===== src/rtl/tru8bit_serial_pkg.sv =====
// Shared definitions for the bit-serial subtractor: state encoding and sizing helpers.
package tru8bit_serial_pkg;

    localparam int DEFAULT_WIDTH = 8;

    typedef enum logic [1:0] {
        IDLE  = 2'd0,
        SHIFT = 2'd1,
        DONE  = 2'd2
    } state_t;

    // A 1-bit operand still needs a 1-bit counter.
    function automatic int cnt_bits(input int w);
        return (w > 1) ? $clog2(w) : 1;
    endfunction

endpackage


===== src/rtl/tru8bit_serial_fs.sv =====
// Gate-level full subtractor cell: d = a - b - bi, bo = borrow out.
module fs (
    output logic bo,
    output logic d,
    input  logic a,
    input  logic b,
    input  logic bi
);

    logic a_xor_b;
    logic borrow_ab;
    logic borrow_in;

    assign a_xor_b   = a ^ b;
    assign d         = a_xor_b ^ bi;
    assign borrow_ab = ~a & b;
    assign borrow_in = ~a_xor_b & bi;
    assign bo        = borrow_ab | borrow_in;

endmodule


===== src/rtl/tru8bit_serial.sv =====
// Bit-serial subtractor: a - b processed LSB first through one fs cell,
// with a start/busy/done handshake and a WIDTH+1 bit {borrow, difference} result.
module tru8bit_serial
    import tru8bit_serial_pkg::*;
#(
    parameter int WIDTH = DEFAULT_WIDTH
) (
    input  logic             clk,
    input  logic             rst_n,
    input  logic             start,
    input  logic [WIDTH-1:0] a,
    input  logic [WIDTH-1:0] b,
    output logic [WIDTH:0]   d,
    output logic             busy,
    output logic             done
);

    localparam int CNT_W = cnt_bits(WIDTH);
    localparam logic [CNT_W-1:0] LAST_BIT = CNT_W'(WIDTH - 1);

    state_t           state_q, state_d;
    logic [WIDTH-1:0] a_q, a_d;
    logic [WIDTH-1:0] b_q, b_d;
    logic [WIDTH-1:0] res_q, res_d;
    logic [CNT_W-1:0] cnt_q, cnt_d;
    logic             borrow_q, borrow_d;
    logic [WIDTH:0]   d_q, d_d;
    logic             busy_q, busy_d;
    logic             done_q, done_d;

    logic diff;
    logic bout;

    fs u_fs (
        .bo (bout),
        .d  (diff),
        .a  (a_q[0]),
        .b  (b_q[0]),
        .bi (borrow_q)
    );

    always_comb begin
        state_d  = state_q;
        a_d      = a_q;
        b_d      = b_q;
        res_d    = res_q;
        cnt_d    = cnt_q;
        borrow_d = borrow_q;
        d_d      = d_q;
        busy_d   = busy_q;
        done_d   = 1'b0;

        case (state_q)
            IDLE: begin
                busy_d = 1'b0;
                if (start) begin
                    a_d      = a;
                    b_d      = b;
                    borrow_d = 1'b0;
                    cnt_d    = '0;
                    busy_d   = 1'b1;
                    state_d  = SHIFT;
                end
            end
            SHIFT: begin
                // Difference bits enter at the MSB so bit 0 ends up at the LSB after WIDTH shifts.
                res_d    = {diff, res_q[WIDTH-1:1]};
                a_d      = a_q >> 1;
                b_d      = b_q >> 1;
                borrow_d = bout;
                if (cnt_q == LAST_BIT) begin
                    d_d     = {bout, diff, res_q[WIDTH-1:1]};
                    busy_d  = 1'b0;
                    done_d  = 1'b1;
                    state_d = DONE;
                end else begin
                    cnt_d = cnt_q + CNT_W'(1);
                end
            end
            DONE: begin
                busy_d  = 1'b0;
                state_d = IDLE;
            end
            default: begin
                d_d     = '0;
                busy_d  = 1'b0;
                state_d = IDLE;
            end
        endcase
    end

    always_ff @(posedge clk or negedge rst_n) begin
        if (!rst_n) begin
            state_q  <= IDLE;
            a_q      <= '0;
            b_q      <= '0;
            res_q    <= '0;
            cnt_q    <= '0;
            borrow_q <= 1'b0;
            d_q      <= '0;
            busy_q   <= 1'b0;
            done_q   <= 1'b0;
        end else begin
            state_q  <= state_d;
            a_q      <= a_d;
            b_q      <= b_d;
            res_q    <= res_d;
            cnt_q    <= cnt_d;
            borrow_q <= borrow_d;
            d_q      <= d_d;
            busy_q   <= busy_d;
            done_q   <= done_d;
        end
    end

    assign d    = d_q;
    assign busy = busy_q;
    assign done = done_q;

endmodule

===== config.mk =====
export PLATFORM = sky130hd
export DESIGN_NAME = tru8bit_serial
export DESIGN_NICKNAME = d
export VERILOG_FILES = /design/src/rtl/tru8bit_serial_pkg.sv /design/src/rtl/tru8bit_serial_fs.sv /design/src/rtl/tru8bit_serial.sv
export SDC_FILE = /design/constraint.sdc
export NUM_CORES = 1
export LEC_CHECK = 0
export ABC_AREA = 1
export CORE_MARGIN = 5
export CORE_UTILIZATION = 35
export DETAILED_ROUTE_END_ITERATION = 7
export GPL_TIMING_DRIVEN = 0
export PLACE_DENSITY_LB_ADDON = 0.15
export SKIP_CTS_REPAIR_TIMING = 1
export SLEW_MARGIN = 25
export SYNTH_ARGS = -nofsm -noshare
export SYNTH_HDL_FRONTEND = slang
export SYNTH_SLANG_ARGS = --single-unit

===== constraint.sdc =====
create_clock -name clk -period 1.35 [get_ports clk]
set_input_delay 0.27 -clock clk [delete_from_list [all_inputs] [get_ports clk]]
set_output_delay 0.27 -clock clk [all_outputs]
set_load 0.03 [all_outputs]

==> results_dict.tcl, run 1 <==
set metrics [dict create \
    status "finished clean" \
    fin_cells 332 \
    tightestPinTransition_ns 0.519 \
    r2r-start "cnt_q[0]" \
    slew_headroom 0.654 \
    cp.required_ns 1.58 \
    finalPower_mw 5.68 \
    die_h_um 84.0 \
    synth_top_area_cell "dfrtp_1" \
    netlist_area_um2 1920 \
    ys_ff_latch 40 \
    grtUsageTotal 0.127 \
    routed_wl_um 4210 \
    regArea_um2 1000 \
    place.gp.congestion 0.738 \
    cts-root-buf "clkbuf_8" \
    area_growth_pct 31.9 \
    die_w_um 84.0 \
    overflow 0 \
    critPathCaptureType "register" \
    ir_worst_vdd_mv 0.786 \
    rr_endpoint "d[3]" \
    avgSynthCellArea_um2 8.72 \
    dp.cells 322 \
    tns_ns 0 \
    cp_max_fo 4 \
    finalCritPeriodShare 0.926 \
    num-fill-cells 566 \
    syn-num-nets 242 \
    drt_iter0_drc 78 \
    dpl.hpwl_um 2920 \
    dr.pass1.iters 4 \
    startpoint "cnt_q[0]" \
    clock_sinks 40 \
    crit_type "register to register" \
    synth_top_area_share 0.522 \
    vias_per_cell 4.57 \
    reg2reg_depth 5 \
    htreeDepth 2 \
    ys_types 19 \
    yosysWarnings 0 \
    drive_gt1_frac 0.162 \
    max_freq_mhz 800 \
    finalCriticalPeriod_ns 1.25 \
    leakagePower_nw 1.46 \
    drv_cap 0 \
    portBuffers 29 \
    finalSetupViolCount 0 \
    vias 1516 \
    rsz0062_at_grt "no" \
    design.core.area_um2 5410 \
    grt_max_degree 22 \
    setup_ws_ns 0.100 \
    boundaryPins 30 \
    hold_violations 0 \
    clk_pin_slew_ns 0.08 \
    initial_core_util 0.355 \
    synth_edf_count 0 \
    cts_tree "built" \
    async_flop_share 1.00 \
    hold_slack_ns 0.477 \
    synth_area_leaders "dfrtp_1 (52%), nand2_1 (12%), nand3_1 (9.7%)" \
    yosys.cell_count.top_type "nand2_1" \
    routedWlPerCell_um 12.7 \
    ant_nets 0 \
    fin_nets 281 \
    regToRegSetupSlack_ns 0.10 \
    dieArea_um2 7060 \
    clk_latency_ns 0.30 \
    n_antenna_cell 0 \
    start_kind "register" \
    first_global_vias 1519 \
    grt_pass1_wl_um 7130 \
    hold_path.class "input port to async pin" \
    multi_input_area_um2 747 \
    finClkSkew_ns 0.00732 \
    crit_arrival_ns 1.48 \
    rows 27 \
    clockBufferDepth 2 \
    netlist_instances 220 \
    final_max_slew_viol_count 0 \
    antenna_found_initial 0 \
    synth_top_flop_cell "dfrtp_1" \
    crit_end "d[3]" \
    drc 0 \
    numCtsBuffers 5 \
    netlist_top_cells_count "nand2_1 (61), dfrtp_1 (40), nand3_1 (37)" \
    ys_seq_area_frac 0.522 \
    preCtsSetupSlack_ns -0.0966 \
    powerDensity_nw_per_um2 2250 \
]
flip-flops by register name (all words and copies together), names as in the netlist, 2 cells and up:
name	flops
a_q	8
b_q	8
res_q	7
d	9
cnt_q	3
state_q	2
kinds of logic after synthesis:
logic type / after synthesis / share of synthesized area
buffers and inverters: 44 / 0.108
adder cells (fa/ha/maj): 3 / 0.0235
AO/OA/AOI/OAI: 15 / 0.0411
AND/OR/NAND/NOR: 118 / 0.306
flip-flops: 40 / 0.522
cell type report:
class	count	share of cell area
plain buffers	10	0.0341
clock buffers	6	0.0326
clock inverters	2	0.0153
inverters	34	0.0524
multi-input cells	137	0.295
flip-flops and latches	40	0.396
well taps	72	0.0356
repair buffers	31	0.138
placed cells by master (no fill, tap or decap), types with 2 or more instances in the layout:
| master | netlist | layout |
|---|---|---|
| nand2_4 | 3 | 3 |
| clkbuf_8 | 0 | 6 |
| buf_6 | 2 | 3 |
| nand2_1 | 61 | 61 |
| inv_1 | 33 | 32 |
| dlymetal6s2s_1 | 0 | 11 |
| nand3_1 | 37 | 36 |
| clkdlybuf4s50_1 | 0 | 17 |
| nand4_1 | 4 | 4 |
| buf_4 | 6 | 6 |
| o21ai_1 | 5 | 6 |
| clkinv_4 | 0 | 2 |
| nor2_1 | 2 | 2 |
| dfrtp_1 | 40 | 39 |
| o21ai_0 | 9 | 8 |
| nand3_2 | 10 | 11 |
through the flow:
stage | utilization | cell area (µm²)
floorplan | - | 1920
global placement | 0.425 | 2300
detailed placement | 0.430 | 2320
CTS | 0.452 | 2440
global route | 0.468 | 2530
finish | 0.468 | 2530
power breakdown:
part | leakage [nW] | total [mW] | switching, mW | internal [mW]
clock | 0.0614 | 1.04 | 0.438 | 0.605
combinational | 0.894 | 2.63 | 1.56 | 1.07
sequential | 0.501 | 2.01 | 0.287 | 1.73
total | 1.46 | 5.68 | 2.28 | 3.40
critical path: stages (launching register included):
cell and delay (ns):
dfrtp_1 0.41, ha_2 0.19, ha_4 0.18, o21ai_2 0.24, nand2_1 0.08, o21ai_1 0.08
worst min path at each step:
stage                        start       end  slack, ns  cells past startpoint
after floorplan              rst_n    a_q[0]      -0.03                      0
final                        rst_n    b_q[1]       0.48                      2
after detailed placement     rst_n      busy       0.27                      1
after CTS                    rst_n    b_q[2]      -0.05                      1
after global placement    res_q[4]  res_q[4]       0.46                      2
after global routing          d[7]      d[7]       0.50                      2
per-layer routing:
layer | part of all wire | wire length, µm | vias to the layer above | track usage
met2 | 0.45 | 1880 | 36 | 0.204
met1 | 0.49 | 2070 | 698 | 0.161
met4 | 0.015 | 63 | 0 | 0.0439
met3 | 0.046 | 193 | 6 | 0.0375
met5 | 0 | 0 | - | 0
li1 | - | - | 776 | -
Power figures use the tool's default switching activity.
==> run 2: changes to the inputs <==
MAX_ROUTING_LAYER = met4   (was unset)
==> results_dict.tcl, run 2 (synthesis gave the netlist of run 1 again) <==
set metrics [dict create \
    status "finished clean" \
    tightestPinTransition_ns 0.530 \
    crit_family "flip-flops" \
    overflow 0 \
    rows 27 \
    leakagePower_nw 1.46 \
    die_w_um 84.0 \
    crit_arrival_ns 1.48 \
    clockBufferDepth 2 \
    die_h_um 84.0 \
    place.gp.congestion 0.748 \
    finalSetupViolCount 0 \
    hold_path.class "input port to async pin" \
    crit_type "register to register" \
    boundaryPins 30 \
    routed_wl_um 4190 \
    drv_cap 0 \
    ir_worst_vdd_mv 0.780 \
    drive_gt1_frac 0.162 \
    cp_max_fo 4 \
    preCtsSetupSlack_ns -0.0966 \
    finalInstanceArea_um2 2530 \
    r2r-start "cnt_q[0]" \
    dpl.hpwl_um 2920 \
    fin_cells 332 \
    final_max_slew_viol_count 0 \
    finalCritPeriodShare 0.927 \
    final_cell_mix "nand2_1 (61), dfrtp_1 (39), nand3_1 (36)" \
    routedWlPerCell_um 12.6 \
    ant_nets 0 \
    max_freq_mhz 799 \
    startpoint "cnt_q[0]" \
    hold_violations 0 \
    cts_tree "built" \
    dp.cells 322 \
    dr.pass1.iters 4 \
    crit_chain "ha_2 > ha_4 > o21ai_2 > nand2_1 > o21ai_1" \
    finalCriticalPeriod_ns 1.25 \
    antenna_found_initial 0 \
    initial_core_util 0.355 \
    slew_headroom 0.647 \
    clk_latency_ns 0.30 \
    cp_slowest_cell "dfrtp_1" \
    dieArea_um2 7060 \
    slowest_delay_ns 0.41 \
    cts-root-buf "clkbuf_8" \
    finClkSkew_ns 0.00867 \
    grt_max_degree 22 \
    vias_per_cell 4.53 \
    fin_nets 281 \
    grtUsageTotal 0.130 \
    clk_pin_slew_ns 0.08 \
    rsz0062_at_grt "no" \
    vias 1505 \
    setup_ws_ns 0.0979 \
    start_kind "register" \
    critPathCaptureType "register" \
    n_antenna_cell 0 \
    largest_reg_flops 9 \
    first_global_vias 1520 \
    powerDensity_nw_per_um2 2240 \
    htreeDepth 2 \
    drc 0 \
    finalPower_mw 5.67 \
    numCtsBuffers 5 \
    path_buf_inv 0 \
    utilization 0.468 \
    grt_pass1_wl_um 7130 \
    portBuffers 29 \
    design.core.area_um2 5410 \
    clock_sinks 40 \
    drt_iter0_drc 85 \
    cp.required_ns 1.58 \
    mostFrequentLayoutCell "nand2_1" \
    area_growth_pct 31.9 \
    placed_cell_area_um2 2320 \
]
==> run 2: cell counts in the layout (fill, tap and decap cells not counted) <==
No cell type changed its count.
==> run 2: area by class of cell <==
cell class	instances	area, µm²
clock inverters	2	38.8
multi-input cells	137	747
fillers	566	2880
inverters	34	133
repair buffers	31	350
well taps	72	90.1
clock buffers	6	82.6
plain buffers	10	86.3
flip-flops and latches	40	1000
==> run 2: final timing paths <==
| kind | to | slack, ns | cells after the start |
|---|---|---|---|
| setup / recovery | d[3] | 0.1 | 5 |
| hold / removal | cnt_q[0] | 0.48 | 2 |
| setup reg to reg | d[3] | 0.1 | 5 |
| hold reg to reg | res_q[4] | 0.48 | 2 |
| max in group asynchronous | res_q[6] | 0.39 | 3 |
| min in group clk | res_q[4] | 0.48 | 2 |
==> run 2: through the flow <==
step	TNS, ns	hold WS (ns)
2_1_floorplan	0	-0.0256
6_report	0	0.481
4_1_cts	-3.60	-0.0519
3_3_place_gp	-43.84	0.462
3_5_place_dp	-1.59	0.271
5_1_grt	0	0.497
==> run 2: layer usage <==
layer  vias to the layer above  GRT usage  wire length (µm)
met5                         -          -                 0
met2                        31      0.204              1900
met1                       693      0.162              2060
li1                        775          -                 -
met4                         0     0.0439                61
met3                         6     0.0365               163
==> run 2: where the power goes <==
group	internal [mW]	switching, mW	total (mW)
registers	1.73	0.286	2.01
clock network	0.605	0.434	1.04
logic	1.07	1.56	2.62
==> run 3: changes to the inputs <==
PLACE_DENSITY = 0.55   (was unset)
PLACE_DENSITY_LB_ADDON = unset   (was 0.15)
==> results_dict.tcl, run 3 (synthesis gave the netlist of run 1 again) <==
set metrics [dict create \
    ant_nets 0 \
    rsz0062_at_grt "no" \
    r2r-start "cnt_q[0]" \
    crit_type "register to register" \
    placed_cell_area_um2 2310 \
    mostFrequentLayoutCell "nand2_1" \
    numCtsBuffers 5 \
    cts_tree "built" \
    dr.pass1.iters 4 \
    tightestPinTransition_ns 0.404 \
    vias_per_cell 4.65 \
    utilization 0.468 \
    design.core.area_um2 5410 \
    hold_violations 0 \
    cts-root-buf "clkbuf_8" \
    grt_pass1_wl_um 7260 \
    dpl.hpwl_um 2950 \
    grt_max_degree 26 \
    drc 0 \
    drive_gt1_frac 0.161 \
    hold_path.class "input port to async pin" \
    fin_nets 282 \
    grtUsageTotal 0.133 \
    powerDensity_nw_per_um2 2270 \
    antenna_found_initial 0 \
    area_growth_pct 31.9 \
    die_h_um 84.0 \
    first_global_vias 1467 \
    leakagePower_nw 1.46 \
    crit_arrival_ns 1.50 \
    largest_reg_flops 9 \
    final_max_slew_viol_count 0 \
    rr_endpoint "d[2]" \
    n_antenna_cell 0 \
    routed_wl_um 4330 \
    start_kind "register" \
    finalCriticalPeriod_ns 1.28 \
    clk_pin_slew_ns 0.08 \
    slew_headroom 0.731 \
    finalInstanceArea_um2 2530 \
    max_freq_mhz 782 \
    cp_max_fo 4 \
    rows 27 \
    portBuffers 29 \
    vias 1547 \
    critPathCaptureType "register" \
    clk_latency_ns 0.29 \
    boundaryPins 30 \
    die_w_um 84.0 \
    finalSetupViolCount 0 \
    regToRegSetupSlack_ns 0.07 \
    clockBufferDepth 2 \
    cp.required_ns 1.57 \
    place.gp.congestion 0.707 \
    status "finished clean" \
    dieArea_um2 7060 \
    ir_worst_vdd_mv 0.805 \
    reg2reg_depth 5 \
    clock_sinks 40 \
    drt_iter0_drc 83 \
    finClkSkew_ns 0.00510 \
    num-fill-cells 559 \
    finalCritPeriodShare 0.947 \
    overflow 0 \
    initial_core_util 0.355 \
    final_cell_mix "nand2_1 (61), dfrtp_1 (39), nand3_1 (36)" \
    drv_cap 0 \
    htreeDepth 2 \
    routedWlPerCell_um 13.0 \
]
-- run 3: changes by cell type in the layout (fill, tap and decap cells not counted), sizes merged --
cell | previous run | this run
inv | 33 | 34
clkinv | 2 | 0
buf | 11 | 12
clkbuf | 7 | 8
-- run 3: worst max-delay path by stage --
| stage | from | endpoint | slack [ns] | cells after the start |
|---|---|---|---|---|
| 5_1_grt | cnt_q[0] | d[8] | 0.001 | 5 |
| 3_3_place_gp | rst_n | b_q[3] | -1.06 | 1 |
| 6_report | cnt_q[0] | d[2] | 0.07 | 5 |
| 3_5_place_dp | start | b_q[6] | -0.11 | 6 |
| 4_1_cts | d[4] | d[4] | -0.27 | 1 |
| 2_1_floorplan | cnt_q[0] | cnt_q[0] | 0.10 | 6 |
-- run 3: per-layer routing --
| layer | share of wire | global-route usage | vias to the layer above |
|---|---|---|---|
| met5 | 0 | - | - |
| met1 | 0.49 | 0.177 | 734 |
| met3 | 0.035 | 0.0326 | 7 |
| met2 | 0.46 | 0.193 | 25 |
| li1 | - | - | 781 |
| met4 | 0.018 | 0.0526 | 0 |
-- run 3: report_power, final --
group | switching (mW) | leakage [nW] | internal [mW]
Clock | 0.433 | 0.0645 | 0.653
Combinational | 1.57 | 0.897 | 1.08
Sequential | 0.288 | 0.501 | 1.73
Total | 2.29 | 1.46 | 3.46
-- run 3: metrics by stage --
stage	hold WS, ns	setup TNS (ns)	power [mW]	cells	worst slack [ns]
floorplan	-0.0256	0	3.85	220	0.100
global placement	0.464	-44.25	4.59	321	-1.06
detailed placement	0.225	-2.02	4.62	322	-0.112
CTS	-0.101	-3.93	5.72	330	-0.267
global route	0.470	0	6.25	333	0.000954
finish	0.437	0	5.75	333	0.0709
-- run 3: cell type report --
type / count / area [µm²] / area share
flip-flops and latches: 40 / 1000 / 0.396
multi-input cells: 137 / 744 / 0.294
repair buffers: 32 / 350 / 0.138
inverters: 34 / 130 / 0.0514
clock buffers: 7 / 96.3 / 0.0381
well taps: 72 / 90.1 / 0.0356
plain buffers: 10 / 86.3 / 0.0341
clock inverters: 1 / 30.0 / 0.0119
-- run 3: worst max-delay path, stage by stage, from the launching register on --
cell and delay [ns]:
dfrtp_1 0.39, ha_1 0.23, ha_4 0.19, o21ai_2 0.24
nand2_1 0.07, o21ai_1 0.09
